`src/rtl/fmc_master_if.sv`:
```
// fmc_master_if: command-side and FMC bus signals of the FMC initiator, with master/slave views
interface fmc_master_if;
  logic cmd_sel;
  logic cmd_rd_wr_n;
  logic [25:0] cmd_byte_addr;
  logic [31:0] cmd_wdata;
  logic cmd_ack;
  logic [31:0] cmd_rdata;
  logic cmd_err;
  logic cmd_busy;
  logic [24:0] fmc_a;
  logic [15:0] fmc_d_i;
  logic [15:0] fmc_d_o;
  logic fmc_d_high_z;
  logic fmc_ne1;
  logic fmc_noe;
  logic fmc_nwe;
  logic fmc_nwait;
  modport master (
    input cmd_sel, cmd_rd_wr_n, cmd_byte_addr, cmd_wdata, fmc_d_i, fmc_nwait,
    output cmd_ack, cmd_rdata, cmd_err, cmd_busy, fmc_a, fmc_d_o, fmc_d_high_z, fmc_ne1, fmc_noe, fmc_nwe
  );
  modport slave (
    output cmd_sel, cmd_rd_wr_n, cmd_byte_addr, cmd_wdata, fmc_d_i, fmc_nwait,
    input cmd_ack, cmd_rdata, cmd_err, cmd_busy, fmc_a, fmc_d_o, fmc_d_high_z, fmc_ne1, fmc_noe, fmc_nwe
  );
endinterface

```
`src/rtl/fmc_master.sv`:
```
// fmc_master: turns 32-bit commands into two 16-bit FMC phases with programmable setup/strobe/turnaround timing and nwait stretch
module fmc_master #(
  parameter int ADDR_SETUP_CLKS = 2,
  parameter int DATA_SETUP_CLKS = 4,
  parameter int STROBE_PULSE_CLKS = 2,
  parameter int BUS_TURN_CLKS = 2,
  parameter int NWAIT_EXTRA_CLKS = 4,
  parameter int NWAIT_TIMEOUT_CLKS = 1024
) (
  input logic i_sys_clk,
  input logic i_sys_rst_n,
  fmc_master_if.master bus
);
  localparam logic [15:0] AS_M1 = 16'(ADDR_SETUP_CLKS - 1);
  localparam logic [15:0] DS_M1 = 16'(DATA_SETUP_CLKS - 1);
  localparam logic [15:0] SP_M1 = 16'(STROBE_PULSE_CLKS - 1);
  localparam logic [15:0] BT_M1 = 16'(BUS_TURN_CLKS - 1);
  localparam logic [15:0] NX_M1 = 16'(NWAIT_EXTRA_CLKS - 1);
  localparam logic [15:0] TO_M1 = 16'(NWAIT_TIMEOUT_CLKS - 1);
  typedef enum logic [2:0] {IDLE, ADDR, DATA, WAIT, HOLD, PULSE, TURN} state_t;
  state_t state_q, state_d;
  logic [15:0] cnt_q, cnt_d;
  logic phase_q, phase_d, rd_q, rd_d, sticky_q, sticky_d;
  logic [24:0] base_q, base_d, a_q, a_d;
  logic [31:0] wdata_q, wdata_d, rdata_q, rdata_d;
  logic [15:0] d_q, d_d;
  logic hz_q, hz_d, ne1_q, ne1_d, noe_q, noe_d, nwe_q, nwe_d;
  logic ack_q, ack_d, err_q, err_d, busy_q, busy_d;
  logic nwait_meta_q, nwait_s_q;
  logic start, to_data, fin;
  logic unused;
  assign unused = bus.cmd_byte_addr[0];
  always_comb begin
    state_d = state_q;
    cnt_d = cnt_q - 16'd1;
    phase_d = phase_q;
    rd_d = rd_q;
    base_d = base_q;
    wdata_d = wdata_q;
    sticky_d = sticky_q;
    a_d = a_q;
    d_d = d_q;
    hz_d = hz_q;
    ne1_d = ne1_q;
    noe_d = noe_q;
    nwe_d = nwe_q;
    ack_d = 1'b0;
    err_d = 1'b0;
    busy_d = busy_q;
    rdata_d = rdata_q;
    start = 1'b0;
    to_data = 1'b0;
    fin = 1'b0;
    case (state_q)
      IDLE: if (bus.cmd_sel) begin
        rd_d = bus.cmd_rd_wr_n;
        base_d = bus.cmd_byte_addr[25:1];
        wdata_d = bus.cmd_wdata;
        phase_d = 1'b0;
        busy_d = 1'b1;
        start = 1'b1;
      end
      ADDR: to_data = cnt_q == 16'd0;
      DATA: if (cnt_q == 16'd0) begin
        if (!nwait_s_q) begin
          state_d = WAIT;
          cnt_d = 16'd0;
        end else fin = 1'b1;
      end
      WAIT: if (nwait_s_q) begin
        if (NWAIT_EXTRA_CLKS == 0) fin = 1'b1;
        else begin
          state_d = HOLD;
          cnt_d = NX_M1;
        end
      end else if (cnt_q == TO_M1) begin
        fin = 1'b1;
        sticky_d = 1'b1;
      end else cnt_d = cnt_q + 16'd1;
      HOLD: fin = cnt_q == 16'd0;
      PULSE: if (cnt_q == 16'd0) begin
        phase_d = 1'b1;
        start = 1'b1;
      end
      TURN: if (cnt_q == 16'd0) begin
        state_d = IDLE;
        busy_d = 1'b0;
      end
      default: ;
    endcase
    if (start) begin
      a_d = base_d + {24'd0, phase_d};
      ne1_d = 1'b0;
      noe_d = ~rd_d;
      nwe_d = 1'b1;
      hz_d = 1'b1;
      if (ADDR_SETUP_CLKS == 0) to_data = 1'b1;
      else begin
        state_d = ADDR;
        cnt_d = AS_M1;
      end
    end
    if (to_data) begin
      state_d = DATA;
      cnt_d = DS_M1;
      noe_d = ~rd_d;
      nwe_d = rd_d;
      hz_d = rd_d;
      d_d = phase_d ? wdata_d[31:16] : wdata_d[15:0];
    end
    if (fin) begin
      noe_d = 1'b1;
      nwe_d = 1'b1;
      hz_d = 1'b1;
      if (rd_q) rdata_d = phase_q ? {bus.fmc_d_i, rdata_q[15:0]} : {rdata_q[31:16], bus.fmc_d_i};
      if (!phase_q) begin
        state_d = PULSE;
        cnt_d = SP_M1;
      end else begin
        ne1_d = 1'b1;
        ack_d = 1'b1;
        err_d = sticky_d;
        sticky_d = 1'b0;
        if (BUS_TURN_CLKS == 0) begin
          state_d = IDLE;
          busy_d = 1'b0;
        end else begin
          state_d = TURN;
          cnt_d = BT_M1;
        end
      end
    end
  end
  always_ff @(posedge i_sys_clk or negedge i_sys_rst_n)
    if (!i_sys_rst_n) begin
      state_q <= IDLE;
      cnt_q <= '0;
      phase_q <= 1'b0;
      rd_q <= 1'b0;
      sticky_q <= 1'b0;
      base_q <= '0;
      wdata_q <= '0;
      a_q <= '0;
      d_q <= '0;
      hz_q <= 1'b1;
      ne1_q <= 1'b1;
      noe_q <= 1'b1;
      nwe_q <= 1'b1;
      ack_q <= 1'b0;
      err_q <= 1'b0;
      busy_q <= 1'b0;
      rdata_q <= '0;
      nwait_meta_q <= 1'b1;
      nwait_s_q <= 1'b1;
    end else begin
      state_q <= state_d;
      cnt_q <= cnt_d;
      phase_q <= phase_d;
      rd_q <= rd_d;
      sticky_q <= sticky_d;
      base_q <= base_d;
      wdata_q <= wdata_d;
      a_q <= a_d;
      d_q <= d_d;
      hz_q <= hz_d;
      ne1_q <= ne1_d;
      noe_q <= noe_d;
      nwe_q <= nwe_d;
      ack_q <= ack_d;
      err_q <= err_d;
      busy_q <= busy_d;
      rdata_q <= rdata_d;
      nwait_meta_q <= bus.fmc_nwait;
      nwait_s_q <= nwait_meta_q;
    end
  assign bus.cmd_ack = ack_q;
  assign bus.cmd_rdata = rdata_q;
  assign bus.cmd_err = err_q;
  assign bus.cmd_busy = busy_q;
  assign bus.fmc_a = a_q;
  assign bus.fmc_d_o = d_q;
  assign bus.fmc_d_high_z = hz_q;
  assign bus.fmc_ne1 = ne1_q;
  assign bus.fmc_noe = noe_q;
  assign bus.fmc_nwe = nwe_q;
endmodule

```
`src/flat_wrapper.sv`:
```
// flat-port wrapper written by rule: the top's interface ports become plain ports
module fmc_master_flat 
#(
  parameter int ADDR_SETUP_CLKS = 2,
  parameter int DATA_SETUP_CLKS = 4,
  parameter int STROBE_PULSE_CLKS = 2,
  parameter int BUS_TURN_CLKS = 2,
  parameter int NWAIT_EXTRA_CLKS = 4,
  parameter int NWAIT_TIMEOUT_CLKS = 1024
)
  (i_sys_clk, i_sys_rst_n, bus_cmd_sel, bus_cmd_rd_wr_n, bus_cmd_byte_addr, bus_cmd_wdata, bus_fmc_d_i, bus_fmc_nwait, bus_cmd_ack, bus_cmd_rdata, bus_cmd_err, bus_cmd_busy, bus_fmc_a, bus_fmc_d_o, bus_fmc_d_high_z, bus_fmc_ne1, bus_fmc_noe, bus_fmc_nwe);
  fmc_master_if bus_i ();
  input logic i_sys_clk;
  input logic i_sys_rst_n;
  input wire logic [$bits(bus_i.cmd_sel)-1:0] bus_cmd_sel;
  input wire logic [$bits(bus_i.cmd_rd_wr_n)-1:0] bus_cmd_rd_wr_n;
  input wire logic [$bits(bus_i.cmd_byte_addr)-1:0] bus_cmd_byte_addr;
  input wire logic [$bits(bus_i.cmd_wdata)-1:0] bus_cmd_wdata;
  input wire logic [$bits(bus_i.fmc_d_i)-1:0] bus_fmc_d_i;
  input wire logic [$bits(bus_i.fmc_nwait)-1:0] bus_fmc_nwait;
  output wire logic [$bits(bus_i.cmd_ack)-1:0] bus_cmd_ack;
  output wire logic [$bits(bus_i.cmd_rdata)-1:0] bus_cmd_rdata;
  output wire logic [$bits(bus_i.cmd_err)-1:0] bus_cmd_err;
  output wire logic [$bits(bus_i.cmd_busy)-1:0] bus_cmd_busy;
  output wire logic [$bits(bus_i.fmc_a)-1:0] bus_fmc_a;
  output wire logic [$bits(bus_i.fmc_d_o)-1:0] bus_fmc_d_o;
  output wire logic [$bits(bus_i.fmc_d_high_z)-1:0] bus_fmc_d_high_z;
  output wire logic [$bits(bus_i.fmc_ne1)-1:0] bus_fmc_ne1;
  output wire logic [$bits(bus_i.fmc_noe)-1:0] bus_fmc_noe;
  output wire logic [$bits(bus_i.fmc_nwe)-1:0] bus_fmc_nwe;
  assign bus_i.cmd_sel = bus_cmd_sel;
  assign bus_i.cmd_rd_wr_n = bus_cmd_rd_wr_n;
  assign bus_i.cmd_byte_addr = bus_cmd_byte_addr;
  assign bus_i.cmd_wdata = bus_cmd_wdata;
  assign bus_i.fmc_d_i = bus_fmc_d_i;
  assign bus_i.fmc_nwait = bus_fmc_nwait;
  assign bus_cmd_ack = bus_i.cmd_ack;
  assign bus_cmd_rdata = bus_i.cmd_rdata;
  assign bus_cmd_err = bus_i.cmd_err;
  assign bus_cmd_busy = bus_i.cmd_busy;
  assign bus_fmc_a = bus_i.fmc_a;
  assign bus_fmc_d_o = bus_i.fmc_d_o;
  assign bus_fmc_d_high_z = bus_i.fmc_d_high_z;
  assign bus_fmc_ne1 = bus_i.fmc_ne1;
  assign bus_fmc_noe = bus_i.fmc_noe;
  assign bus_fmc_nwe = bus_i.fmc_nwe;
  fmc_master #(.ADDR_SETUP_CLKS(ADDR_SETUP_CLKS), .DATA_SETUP_CLKS(DATA_SETUP_CLKS), .STROBE_PULSE_CLKS(STROBE_PULSE_CLKS), .BUS_TURN_CLKS(BUS_TURN_CLKS), .NWAIT_EXTRA_CLKS(NWAIT_EXTRA_CLKS), .NWAIT_TIMEOUT_CLKS(NWAIT_TIMEOUT_CLKS)) u_core (.i_sys_clk(i_sys_clk), .i_sys_rst_n(i_sys_rst_n), .bus(bus_i));
endmodule
```
`config.mk`:
```
export PLATFORM = sky130hd
export DESIGN_NAME = fmc_master_flat
export DESIGN_NICKNAME = d
export VERILOG_FILES = /design/src/rtl/fmc_master_if.sv /design/src/rtl/fmc_master.sv /design/src/flat_wrapper.sv
export SDC_FILE = /design/constraint.sdc
export NUM_CORES = 1
export LEC_CHECK = 0
export ABC_AREA = 1
export CORE_MARGIN = 2
export CORE_UTILIZATION = 40
export CTS_CLUSTER_DIAMETER = 30
export CTS_CLUSTER_SIZE = 28
export DETAILED_ROUTE_END_ITERATION = 10
export SLEW_MARGIN = 10
export SYNTH_ARGS = -nofsm -noshare
export SYNTH_HDL_FRONTEND = slang
export SYNTH_SLANG_ARGS = --single-unit
```
`constraint.sdc`:
```
create_clock -name i_sys_clk -period 3.7 [get_ports i_sys_clk]
set_input_delay 0.74 -clock i_sys_clk [delete_from_list [all_inputs] [get_ports i_sys_clk]]
set_output_delay 0.74 -clock i_sys_clk [all_outputs]
set_load 0.01 [all_outputs]
```
After elaboration in Yosys (flattened, before gate mapping)
Index checks and enable logic that the tools add are counted.
- register bits after elaboration: 160
- input port bits: 79
- output and inout bits: 80
- logic and storage cells: 103
- $add $sub $neg: 3
- equality and inequality tests: 13
- multiplexer cells: 57
- bitwise operators: 2
- reductions and logical operators: 9
- operators by type and width (kind ; number):
    $mux 16 ; 8
    $mux 32 ; 2
    $mux 25 ; 2
    $pmux 16 s2 ; 1
    $mux 1 ; 31
    $add 25x1->25 ; 1
    $mux 3 ; 7
    $add 16x1->16 const B ; 1
    $eq 16x10->1 const B ; 1
    $logic_not 16->1 ; 1
    $sub 16x1->16 const B ; 1
    $ne 5x1->1 const B ; 3
    $eq 3x3->1 const B ; 3
    $pmux 3 s3 ; 1
    $reduce_and 3->1 ; 3
    $eq 3x2->1 const B ; 2
    $pmux 1 s2 ; 3
    $reduce_bool 6->1 ; 1
    $ne 5x5->1 const B ; 1
    $reduce_and 5->1 ; 1
    $eq 3x1->1 const B ; 1
    $logic_not 3->1 ; 1
    $pmux 1 s3 ; 1
    $reduce_bool 3->1 ; 1
    other kinds (5) ; 6

Logic depth before layout (Yosys ltp)
- depth in word-level cells: 7
- gate-level depth with buffers: 17

Worst setup path before layout
OpenSTA, ideal clock, no wires.
- kind: input to register
- start point: input port bus_cmd_sel
- end point: register u_core.a_q[18], in the netlist u_core.bus.fmc_a[18]
- data arrival time: 2.796 ns
- setup slack: 0.788 ns
- cell stages on the path: 17
- buffers on the path: 3
- cell sequence: inv_1 > nor2_8 > nand2_4 > buf_4 > buf_2 > buf_2 > mux2_2 > ha_1 > ha_1 > nand2_1 > nor2_1 > nand2_1 > nor2_1 > nand3b_1 > nand2_1 > nand2_1 > nand2_1
- cells in the longest elaborated chain, start to end: 3
- elaborated cells between the ends (all ways): 7
- classes of those cells: add/sub: 1; mux: 6
- RTL lines (element ; RTL line ; RTL):
    start: declaration ; flat_wrapper.sv:15 ; input wire logic [$bits(bus_i.cmd_sel)-1:0] bus_cmd_sel;
    $mux 25 ; fmc_master.sv:55 ; IDLE: if (bus.cmd_sel) begin
    $mux 25 ; fmc_master.sv:54 ; case (state_q)
    net u_core.base_d[0] ; fmc_master.sv:24 ; logic [24:0] base_q, base_d, a_q, a_d;
    $add 25x1->25 ; fmc_master.sv:92 ; a_d = base_d + {24'd0, phase_d};
    end signal: assignment ; fmc_master.sv:143 ; a_q <= '0;
    end signal: assignment ; fmc_master.sv:163 ; a_q <= a_d;
    end: declaration ; fmc_master.sv:24 ;
The timed path passes the listed nets, and every way through them passes these cells.
A chain may end at the register's enable or synchronous reset.

Worst setup path after layout
- start point: register u_core.cnt_q[0]
- end point: register u_core.a_q[20], in the netlist u_core.bus.fmc_a[20]
- cells in the longest elaborated chain, start to end: 4
- elaborated cells between the ends (all ways): 6
- classes of those cells: add/sub: 1; mux: 4; reduce/logical: 1
- RTL lines (element ; RTL line ; RTL):
    start: declaration ; fmc_master.sv:22 ; logic [15:0] cnt_q, cnt_d;
    start signal: assignment ; fmc_master.sv:157 ; cnt_q <= cnt_d;
    $logic_not 16->1 (*) ; fmc_master.sv:81 ; PULSE: if (cnt_q == 16'd0) begin
    $mux 1 ; fmc_master.sv:81 ;
    $pmux 1 s2 ; fmc_master.sv:54 ;
    $add 25x1->25 ; fmc_master.sv:92 ;
Every way passes the cells marked *; elsewhere a longest branch is shown, timed or not.

==> flow_metrics.tcl <==
set metrics [dict create \
    holdBufCountCts 0 \
    grt_usage_pct 19.78 \
    die_width_um 150.3 \
    place.port_buffers 157 \
    post_cts_buffers 0 \
    worst_pin_slew_ns 0.6391 \
    holdWs_ns 0.2988 \
    clkPwrFrac_pct 22.3 \
    grt_pass1_vias 7147 \
    skew_ns 0.01183 \
    yosysWarningCount 0 \
    grt_max_degree 67 \
    period_minus_slack_ns 2.871 \
    seq_area_frac_synth_pct 46.86 \
    n_antenna_cell 0 \
    fillers 2021 \
    ys_ff_latch 160 \
    hpwl_um 15540 \
    drt_wl_total_um 21650 \
    synthTopCellsByCount "nand2_1 (339), inv_1 (169), dfrtp_1 (155)" \
    cts_buffer_depth 2 \
    tns_ns 0 \
    cellLeakagePower_nw 5.634 \
    switching_share_pct 39.07 \
    irDropWorstVdd_mv 0.3505 \
    p_per_area_nw_per_um2 768.4 \
    pre_cts_slack_ns 0.4464 \
    synth_area_um2 8558 \
    fin_ws_ns 0.8287 \
    gr-total-overflow 0 \
    placementRows 53 \
    dieArea_um2 22580 \
    crit_type "flop to flop" \
    synth_edf_count 0 \
    core_um2 21020 \
    cp.arrival_ns 3.19 \
    finalHoldViolCount 0 \
    cts_buffers 17 \
    status "finished clean" \
    comb_power_share_pct 43.7 \
    yosysMostFrequentCell "nand2_1" \
    final_antenna_net_count 0 \
    drt-initial-drc-count 403 \
    async_flop_share_pct 100.0 \
    clk_latency_ns 0.43 \
    syn_inst 1128 \
    post-synth-top-area-fraction_pct 45.32 \
    fmax_mhz 348.3 \
    synth_nets 1212 \
    place_area_um2 10330 \
    period_share_pct 77.60 \
    root_buffer "clkbuf_16" \
    critical_path_peak_fanout 4 \
    rsz0062_at_grt "false" \
    pwr-share-seq_pct 34.0 \
    clkTransAtPathRegs_ns 0.06 \
    cts_resized 0 \
    place.gp.congestion 0.8957 \
    maxCapViolations 0 \
    finalSetupViolCount 0 \
    first_pass_iters 5 \
    synth_cell_types 34 \
    yosysTopAreaCell "dfrtp_1" \
    final_nets 1360 \
    synth_top_flop_cell "dfrtp_1" \
    grt_antenna_before_repair 1 \
    stdcell_area_um2 10950 \
    synth_area_leaders "dfrtp_1 (45%), nand2_1 (15%), inv_1 (7.4%), nand3_1 (4.4%), o21ai_0 (4.4%)" \
    vias_per_cell 4.751 \
    initial_core_util_pct 40.71 \
    switchingPower_mw 3.288 \
    wire_per_inst_um 13.86 \
    maxSlewHeadroom_pct 57.40 \
    vias 7421 \
    cts.sinks 160 \
    syn_to_final_growth_pct 27.98 \
    drive_gt1_share_pct 8.081 \
    p_int_mw 5.128 \
    worst_setup_path_start_kind "flop" \
    required_ns 4.02 \
    totalPowerFinal_mw 8.416 \
    cts_tree "built" \
    h-tree-depth 4 \
    synth.avg_cell_area_um2 7.587 \
    slew_violations 0 \
    grt_pass1_wl_um 35420 \
    drc 0 \
    die_h_um 150.3 \
    crit_path_end_kind "flop" \
    ioPinCount 159 \
    min_path_type "primary input to asynchronous set/reset pin" \
]
==> routing by layer <==
metal / up-vias / share of wire, % / global-route usage, %
met2: 179 / 45 / 30.48
met1: 3409 / 47 / 26.79
met4: 2 / 1.4 / 5.425
met5: - / 0.060 / 0
li1: 3806 / - / -
met3: 25 / 7.3 / 6.424
==> critical path, cell delays in order (launching register included) <==
cell and delay, ns:
dfrtp_1 0.41, inv_1 0.13, ha_1 0.18, nand2_1 0.08
nor2_1 0.26, nand4_1 0.21, nand2_1 0.13, ha_1 0.19
ha_1 0.19, nand2_1 0.08, nor2_1 0.22, nand2_1 0.15
nor2_1 0.21, nand3_1 0.13, nand3_1 0.12, nand2_1 0.06
==> registers in the layout, indices dropped and copies added (netlist names), 3 cells and up <==
name	cells
u_core.bus.fmc_a	25
u_core.state_q	3
u_core.wdata_q	32
u_core.cnt_q	16
u_core.bus.cmd_rdata	32
u_core.base_q	25
u_core.bus.fmc_d_o	16
==> stage by stage <==
| stage | util (%) | instances |
|---|---|---|
| final | 52.10 | 1562 |
| after global routing | 52.10 | 1562 |
| after CTS | 52.10 | 1562 |
| after detailed placement | 49.15 | 1532 |
| after global placement | 49.15 | 1532 |
| after floorplan | - | 1128 |
==> placed cells by master (no fill, tap or decap), types with 2 or more instances in the layout <==
| cell | synthesis | layout |
|---|---|---|
| nand2_1 | 339 | 339 |
| inv_1 | 169 | 169 |
| clkdlybuf4s50_1 | 0 | 156 |
| dfrtp_1 | 155 | 155 |
| nor2_1 | 86 | 86 |
| nand3_1 | 76 | 76 |
| o21ai_0 | 75 | 75 |
| a21oi_1 | 38 | 38 |
| o21ai_1 | 22 | 22 |
| xor2_1 | 19 | 19 |
| mux2_2 | 18 | 18 |
| nand3b_1 | 17 | 17 |
| clkbuf_16 | 0 | 17 |
| nand2_2 | 11 | 11 |
| buf_4 | 6 | 11 |
| nand4_1 | 10 | 10 |
| nor3_1 | 9 | 9 |
| nor2_2 | 7 | 7 |
| nor2_4 | 7 | 7 |
| ha_1 | 5 | 5 |
| dfstp_2 | 5 | 5 |
| inv_2 | 4 | 4 |
| nand3_2 | 4 | 4 |
| bufinv_16 | 0 | 4 |
| inv_6 | 0 | 3 |
| nand2_4 | 2 | 2 |
| a31oi_1 | 2 | 2 |
| a22oi_1 | 2 | 2 |
| or2_2 | 2 | 2 |
| clkinv_2 | 0 | 2 |
| clkinv_4 | 0 | 2 |
==> power by group through the flow <==
stage,combinational [mW],sequential (mW),clock (mW)
after floorplan,2.32,2.94,0
after global placement,3.64,2.88,0
after detailed placement,3.68,2.89,0
after CTS,3.71,2.87,1.92
after global routing,4.19,2.95,1.99
final,3.67,2.86,1.88
==> kinds of logic (layout without fill, tap and decap cells) <==
family                   count (synthesis)  count (layout)  share of synthesized area [%]
AO/OA/AOI/OAI                          141             141                          8.392
XOR/XNOR                                19              19                          1.944
adder cells (fa/ha/maj)                  5               5                         0.7310
buffers and inverters                  213             372                          10.45
flip-flops                             160             160                          46.86
multiplexers                            18              18                          2.368
AND/OR/NAND/NOR                        572             572                          29.25
==> cell type report <==
type	count	area, um2	share of cell area [%]
Clock buffer	18	439.2	4.010
Clock inverter	12	181.4	1.656
Inverter	173	649.4	5.929
Multi-Input combinational cell	755	3654	33.36
Sequential cell	160	4010	36.61
Tap cell	275	344.1	3.141
Timing Repair Buffer	169	1675	15.30
==> final timing paths <==
| path | from | to | slack, ns | cells past startpoint |
|---|---|---|---|---|
| max in group asynchronous | i_sys_rst_n | u_core.cnt_q[10] | 2.60 | 2 |
| setup / recovery | u_core.cnt_q[0] | u_core.bus.fmc_a[20] | 0.83 | 15 |
| hold reg to reg | u_core.nwait_meta_q | u_core.nwait_s_q | 0.36 | 0 |
| min in group i_sys_clk | u_core.nwait_meta_q | u_core.nwait_s_q | 0.36 | 0 |
| hold / removal | i_sys_rst_n | u_core.bus.fmc_d_o[1] | 0.30 | 1 |
| setup reg to reg | u_core.cnt_q[0] | u_core.bus.fmc_a[20] | 0.83 | 15 |
(Power assumes the default switching activity.)
